## src/rtl/digit_scan_mux_pkg.sv

```systemverilog
`default_nettype none
// ============================================================================
//  Module   : digit_scan_mux_pkg
//  Purpose  : Shared types, constants and helpers for the multiplexed
//             digit scanner (state encoding, blank value, index search).
//  Revision : 1.0 - initial release
// ============================================================================
package digit_scan_mux_pkg;

  // Scanner operating states
  typedef enum logic [1:0] {
    ST_SCAN   = 2'd0,
    ST_BLANK  = 2'd1,
    ST_MANUAL = 2'd2
  } state_e;

  // Value driven on OUT while the display is blanked
  localparam int BLANK_VAL = 0;

  // Default prescaler division (clock cycles per scan slot)
  localparam int DEFAULT_REFRESH_DIV = 100000;

  // Channel index space is fixed at 3 bits, i.e. up to 8 channels
  localparam int MAX_CH = 8;
  localparam int IDX_W  = 3;

  // Result of the next-enabled-channel search
  typedef struct packed {
    logic             found;
    logic [IDX_W-1:0] idx;
  } search_t;

  // Mode/enable decode: manual overrides everything, an empty mask blanks
  function automatic state_e classify(input logic mode, input logic any_enabled);
    state_e st;
    if (mode) begin
      st = ST_MANUAL;
    end else if (!any_enabled) begin
      st = ST_BLANK;
    end else begin
      st = ST_SCAN;
    end
    return st;
  endfunction

  // First enabled channel strictly after 'cur', wrapping modulo num_ch.
  // The candidate offset runs 1..num_ch, so with a single enabled channel
  // the search lands back on 'cur' itself. Loop bound is a constant.
  function automatic search_t next_enabled(input logic [MAX_CH-1:0] mask,
                                           input logic [IDX_W-1:0]  cur,
                                           input int                num_ch);
    search_t r;
    int      cand;
    r.found = 1'b0;
    r.idx   = cur;
    for (int k = 1; k <= MAX_CH; k++) begin
      cand = int'(cur) + k;
      if (cand >= num_ch) begin
        cand = cand - num_ch;
      end
      if (!r.found && (k <= num_ch) && mask[cand[IDX_W-1:0]]) begin
        r.found = 1'b1;
        r.idx   = cand[IDX_W-1:0];
      end
    end
    return r;
  endfunction

endpackage
`default_nettype wire

```

## src/rtl/digit_scan_mux_tick_gen.sv

```systemverilog
`default_nettype none
// ============================================================================
//  Module   : tick_gen
//  Purpose  : Free-running prescaler. Counts 0..DIV-1 and wraps; TICK is
//             high for the single cycle in which the count sits at DIV-1.
//  Revision : 1.0 - initial release
// ============================================================================
module tick_gen
  import digit_scan_mux_pkg::*;
#(
  parameter int DIV = DEFAULT_REFRESH_DIV,
  localparam int CNT_W = (DIV > 1) ? $clog2(DIV) : 1
) (
  input  logic             CLK,
  input  logic             RESETN,
  output logic             TICK,
  output logic [CNT_W-1:0] COUNT
);

  localparam logic [CNT_W-1:0] LAST = CNT_W'(DIV - 1);

  logic [CNT_W-1:0] count_q;
  logic [CNT_W-1:0] count_d;

  // Next count: wrap to zero after the terminal value
  always_comb begin
    count_d = (count_q == LAST) ? '0 : count_q + CNT_W'(1);
  end

  // Counter register, cleared asynchronously
  always_ff @(posedge CLK or negedge RESETN) begin
    if (!RESETN) begin
      count_q <= '0;
    end else begin
      count_q <= count_d;
    end
  end

  assign TICK  = (count_q == LAST);
  assign COUNT = count_q;

endmodule
`default_nettype wire

```

## src/rtl/digit_scan_mux.sv

```systemverilog
`default_nettype none
// ============================================================================
//  Module   : digit_scan_mux
//  Purpose  : Time-multiplexed channel scanner for multi-digit displays.
//             Auto-scans enabled channels, supports manual selection and
//             blanking; output data always comes from a per-frame snapshot
//             so a frame never mixes old and new input values.
//  Revision : 1.0 - initial release
// ============================================================================
module digit_scan_mux
  import digit_scan_mux_pkg::*;
#(
  parameter int NUM_CH      = 4,
  parameter int DATA_W      = 4,
  parameter int REFRESH_DIV = DEFAULT_REFRESH_DIV
) (
  input  logic                     CLK,
  input  logic                     RESETN,
  input  logic [NUM_CH*DATA_W-1:0] IN,
  input  logic [NUM_CH-1:0]        EN_MASK,
  input  logic                     MODE,
  input  logic [2:0]               MAN_SEL,
  output logic [DATA_W-1:0]        OUT,
  output logic [NUM_CH-1:0]        ANODE_N,
  output logic [2:0]               CH_IDX,
  output logic                     STROBE,
  output logic                     FRAME
);

  localparam int PRESCALE_W = (REFRESH_DIV > 1) ? $clog2(REFRESH_DIV) : 1;
  localparam logic [DATA_W-1:0] BLANK_DATA = DATA_W'(BLANK_VAL);

  // Prescaler
  logic                  tick;
  logic [PRESCALE_W-1:0] prescale_cnt_unused;

  tick_gen #(
    .DIV (REFRESH_DIV)
  ) u_tick_gen (
    .CLK    (CLK),
    .RESETN (RESETN),
    .TICK   (tick),
    .COUNT  (prescale_cnt_unused)
  );

  // State and registered control. The mode/mask/select inputs are sampled
  // every cycle together with the state so that the state and the mask
  // used by the index search always describe the same instant.
  state_e                   state_q,   state_d;
  logic [NUM_CH-1:0]        mask_q,    mask_d;
  logic [2:0]               man_sel_q, man_sel_d;
  logic [NUM_CH*DATA_W-1:0] shadow_q,  shadow_d;
  logic [DATA_W-1:0]        out_q,     out_d;
  logic [NUM_CH-1:0]        anode_n_q, anode_n_d;
  logic [2:0]               idx_q,     idx_d;
  logic                     strobe_q,  strobe_d;
  logic                     frame_q,   frame_d;

  logic [MAX_CH-1:0] mask_ext;
  search_t           srch;
  logic              man_valid;

  // Zero-extend the sampled mask to the fixed search width
  always_comb begin
    mask_ext               = '0;
    mask_ext[NUM_CH-1:0]   = mask_q;
  end

  // Next enabled channel after the displayed one
  always_comb begin
    srch = next_enabled(mask_ext, idx_q, NUM_CH);
  end

  // Manual selection is only displayable inside the channel range
  always_comb begin
    man_valid = (int'(man_sel_q) < NUM_CH);
  end

  // Next-state and output decode; display outputs only move on TICK
  always_comb begin
    state_d   = classify(MODE, |EN_MASK);
    mask_d    = EN_MASK;
    man_sel_d = MAN_SEL;
    shadow_d  = shadow_q;
    out_d     = out_q;
    anode_n_d = anode_n_q;
    idx_d     = idx_q;
    strobe_d  = 1'b0;
    frame_d   = 1'b0;

    if (tick) begin
      case (state_q)
        ST_SCAN: begin
          strobe_d = 1'b1;
          if (srch.found) begin
            idx_d     = srch.idx;
            anode_n_d = ~(NUM_CH'(1) << srch.idx);
            // A non-increasing index means the scan wrapped: start a new
            // frame. The fresh snapshot equals IN on this edge, so the
            // displayed value is taken from IN directly.
            if (srch.idx <= idx_q) begin
              shadow_d = IN;
              frame_d  = 1'b1;
              out_d    = IN[int'(srch.idx)*DATA_W +: DATA_W];
            end else begin
              out_d    = shadow_q[int'(srch.idx)*DATA_W +: DATA_W];
            end
          end else begin
            out_d     = BLANK_DATA;
            anode_n_d = '1;
          end
        end

        ST_MANUAL: begin
          strobe_d = 1'b1;
          frame_d  = 1'b1;
          shadow_d = IN;
          if (man_valid) begin
            idx_d     = man_sel_q;
            anode_n_d = ~(NUM_CH'(1) << man_sel_q);
            out_d     = IN[int'(man_sel_q)*DATA_W +: DATA_W];
          end else begin
            out_d     = BLANK_DATA;
            anode_n_d = '1;
          end
        end

        ST_BLANK: begin
          out_d     = BLANK_DATA;
          anode_n_d = '1;
        end

        default: begin
          out_d     = BLANK_DATA;
          anode_n_d = '1;
        end
      endcase
    end
  end

  // All scanner state, cleared asynchronously
  always_ff @(posedge CLK or negedge RESETN) begin
    if (!RESETN) begin
      state_q   <= ST_SCAN;
      mask_q    <= '0;
      man_sel_q <= '0;
      shadow_q  <= '0;
      out_q     <= BLANK_DATA;
      anode_n_q <= '1;
      idx_q     <= '0;
      strobe_q  <= 1'b0;
      frame_q   <= 1'b0;
    end else begin
      state_q   <= state_d;
      mask_q    <= mask_d;
      man_sel_q <= man_sel_d;
      shadow_q  <= shadow_d;
      out_q     <= out_d;
      anode_n_q <= anode_n_d;
      idx_q     <= idx_d;
      strobe_q  <= strobe_d;
      frame_q   <= frame_d;
    end
  end

  assign OUT     = out_q;
  assign ANODE_N = anode_n_q;
  assign CH_IDX  = idx_q;
  assign STROBE  = strobe_q;
  assign FRAME   = frame_q;

endmodule
`default_nettype wire

```

## config.mk

```make
export PLATFORM = sky130hd
export DESIGN_NAME = digit_scan_mux
export DESIGN_NICKNAME = d
export VERILOG_FILES = /design/src/rtl/digit_scan_mux_pkg.sv /design/src/rtl/digit_scan_mux_tick_gen.sv /design/src/rtl/digit_scan_mux.sv
export SDC_FILE = /design/constraint.sdc
export NUM_CORES = 1
export LEC_CHECK = 0
export BUFFER_PORTS_ARGS = -buffer_cell sky130_fd_sc_hd__buf_2
export CORE_MARGIN = 2
export CORE_UTILIZATION = 58
export CTS_CLUSTER_SIZE = 24
export DETAILED_ROUTE_END_ITERATION = 12
export GPL_ROUTABILITY_DRIVEN = 1
export PLACE_DENSITY = 0.86
export REMOVE_ABC_BUFFERS = 1
export SLEW_MARGIN = 10
export SYNTH_ARGS = -nofsm -noshare
export SYNTH_HDL_FRONTEND = slang
export SYNTH_SLANG_ARGS = --single-unit
```

## constraint.sdc

```tcl
create_clock -name CLK -period 4.7 [get_ports CLK]
set_clock_uncertainty 0.2 [all_clocks]
set_input_delay 0.47 -clock CLK [delete_from_list [all_inputs] [get_ports CLK]]
set_output_delay 0.47 -clock CLK [all_outputs]
set_load 0.05 [all_outputs]
```

==> run_results.csv <==
group,metric,value,unit
cts,hold_buffers,0,
yosys,synth_ff_type,"dfrtp_1",
floorplanning,rows,26,
setup_path,crit_arrival,4.27,ns
yosys,ys_top_cells_by_area,"dfrtp_1, mux4_2, mux2_1, dfstp_2, mux2i_1",
run,max-cap-violations,0,
setup_path,reg2reg_setup_slack,0.42,ns
cts,cts_buffers,5,
timing,hold_viol,0,
setup_path,startpoint_type,"flip-flop",
placement,portBuffers,38,
cts,htreeDepth,2,
detailed_routing,vias,2224,
floorplanning,die_area,5820,um2
timing,rsz0062_at_grt,"no",
detailed_routing,viasPerCell,5.96,
cts,clockRootBuffer,"clkbuf_8",
layout,layout-drive-gt1-share,0.244,
global_routing,grt_pass1_wl,10.5,mm
placement,placed_area,3280,um2
placement,hpwl,4.46,mm
global_routing,first_global_vias,2217,
timing,slew_viol_final,0,
timing,period_minus_slack,4.28,ns
timing,hold_ws,0.0623,ns
global_routing,antenna_found_initial,0,
floorplanning,die_w,76.3,um
run_status,status,"completed",
global_routing,grt_max_degree,56,
floorplanning,core-area,5070,um2
yosys,yosys-top-cells-count,"dfrtp_1, nor2_1, mux2_1, nand2_1, mux4_2",
floorplanning,num_io_pins,39,
timing,tightest_slew,0.860,ns
detailed_routing,wl_per_cell,16.8,um
layout,final_util,0.666,
detailed_routing,drt_wl_total,6.26,mm
yosys,synth_edf_count,0,
yosys,yosysMostFrequentCell,"dfrtp_1",
setup_path,crit_path_top_delay_cell,"dfrtp_1",
detailed_routing,dr.first_iter.drc_count,181,
cts,clock_path_buffers,2,
layout,nNetsFinal,334,
timing,fmax,234,MHz
setup_path,worst-r2r-cell-count,15,
yosys,ys.warnings.count,0,
cts,cts_resized,0,
global_routing,grt_util_all_layers,0.227,
yosys,yosys.area.top_type_share,0.421,
cts,cts_tree,"yes",
timing,relSlewSlack,0.425,
layout,syn_to_final_growth,11.5,%
detailed_routing,drc,0,
detailed_routing,ant_nets,0,
detailed_routing,first_pass_iters,4,
power,powerDensity,257,nW/um2
setup_path,max_stage_delay,0.66,ns
placement,gp_congestion,0.918,
yosys,yosysSeqAreaShare,0.456,
cts,clk_pin_slew,0.10,ns
cts,cts_sinks,55,
setup_path,worstSetupPathType,"reg -> reg",
yosys,yosysTopAreaCell,"dfrtp_1",
yosys,ys_ff_latch,55,
timing,finalCritPeriodShare,0.910,
setup_path,crit_top_cell,"a21oi_1",
cts,clock_latency,0.31,ns
yosys,async_flop_share,1.00,
setup_path,crit_path_end_kind,"flip-flop",
setup_path,r2r_end,"shadow_q[10]",
floorplanning,die_y,76.3,um
layout,stdcell_area,3380,um2
yosys,synthesis.instances,264,
min_path,min_path_type,"in -> async",
yosys,ys_types,51,
setup_path,critical_path_required,4.69,ns
global_routing,grt_overflow,0,
power,irDropWorstVdd,219,uV
timing,setup_viol,0,
yosys,syn_avg_cell_area,11.5,um2
yosys,synth_area,3030,um2
power,p_leak,1.51,nW
cts,post_cts_buffers,0,
setup_path,path_max_fanout,17,
setup_path,crit_chain,"inv_1 > ha_1 > mux2i_1 > o21ai_0 > a21oi_1 > and2_1 > nor2_1 > ha_1 > a21o_1 > a21oi_1 > a31oi_1 > a21oi_1 > o21ai_2 > buf_4 > mux2_1",
setup_path,timing.rr.start,"CH_IDX[1]",
floorplanning,start_util,0.597,
layout,diodes,0,
-- metal layers --
| metal | up-vias | GRT usage | routed length (um) |
|---|---|---|---|
| li1 | 1045 | - | - |
| met1 | 1078 | 0.314 | 2810 |
| met2 | 90 | 0.357 | 3000 |
| met3 | 11 | 0.0344 | 345 |
| met4 | 0 | 0.107 | 107 |
| met5 | - | 0 | 0 |
-- flip-flops by register name, summed over array words and instances (netlist names) --
name and cells:
OUT 4, FRAME 1, mask_q 4, man_sel_q 3, state_q 2, shadow_q 16
ANODE_N 4, STROBE 1, CH_IDX 3, u_tick_gen.COUNT 17
-- cell type report --
cell class	instances	area (um2)
Tap cell	70	87.6
Clock inverter	1	8.76
Timing Repair Buffer	44	235
Sequential cell	55	1380
Fill cell	369	1700
Clock buffer	7	86.3
Inverter	10	37.5
Multi-Input combinational cell	186	1540
-- cell families after synthesis --
logic type                 count (synthesis)  synth area share
AOI/OAI and AO/OA                         41             0.100
adders and majority gates                  6            0.0248
muxes                                     42             0.202
xor gates and xnor gates                  15            0.0434
buffers and inverters                     23            0.0351
and+or+nand+nor                           82             0.139
DFF                                       55             0.456
-- critical path, delay by kind of cell, from the launching register on --
kind / cells / cell delay, ns
AOI/OAI and AO/OA: 7 / 1.08
adders and majority gates: 2 / 0.87
DFF: 1 / 0.66
muxes: 2 / 0.65
buffers and inverters: 2 / 0.42
and+or+nand+nor: 2 / 0.29
-- power by group --
part	leakage [nW]	internal [mW]	switching [mW]	total, mW
Sequential	0.663	0.484	0.0124	0.496
Combinational	0.802	0.0489	0.0477	0.0965
Clock	0.0489	0.122	0.154	0.277
-- how the worst max path moves through the flow --
stage / from / to / slack (ns)
CTS: CH_IDX[1] / shadow_q[14] / 0.48
finish: CH_IDX[1] / shadow_q[10] / 0.42
detailed placement: CH_IDX[1] / OUT[3] / 0.47
global route: CH_IDX[1] / OUT[3] / 0.1
floorplan: CH_IDX[0] / shadow_q[12] / -0.84
global placement: CH_IDX[1] / OUT[3] / 0.68
-- stage by stage --
step	setup WS, ns	setup TNS, ns	total power, mW	cells
floorplan	-0.844	-15.99	0.560	251
global placement	0.680	0	0.597	365
detailed placement	0.474	0	0.601	365
CTS	0.477	0	0.873	373
global route	0.0971	0	0.903	373
finish	0.421	0	0.869	373
-- layout by cell type, fill, tap and decap left out, types with 9 or more instances in the layout --
| cell type | n |
|---|---|
| nand2_1 | 16 |
| dfrtp_1 | 51 |
| mux4_2 | 12 |
| inv_1 | 9 |
| and3_1 | 9 |
| xnor2_1 | 9 |
| mux2i_1 | 10 |
| mux2_1 | 16 |
| buf_2 | 38 |
| nand3_1 | 10 |
| nor2_1 | 21 |
No activity file was read; power rests on OpenSTA's default activity.
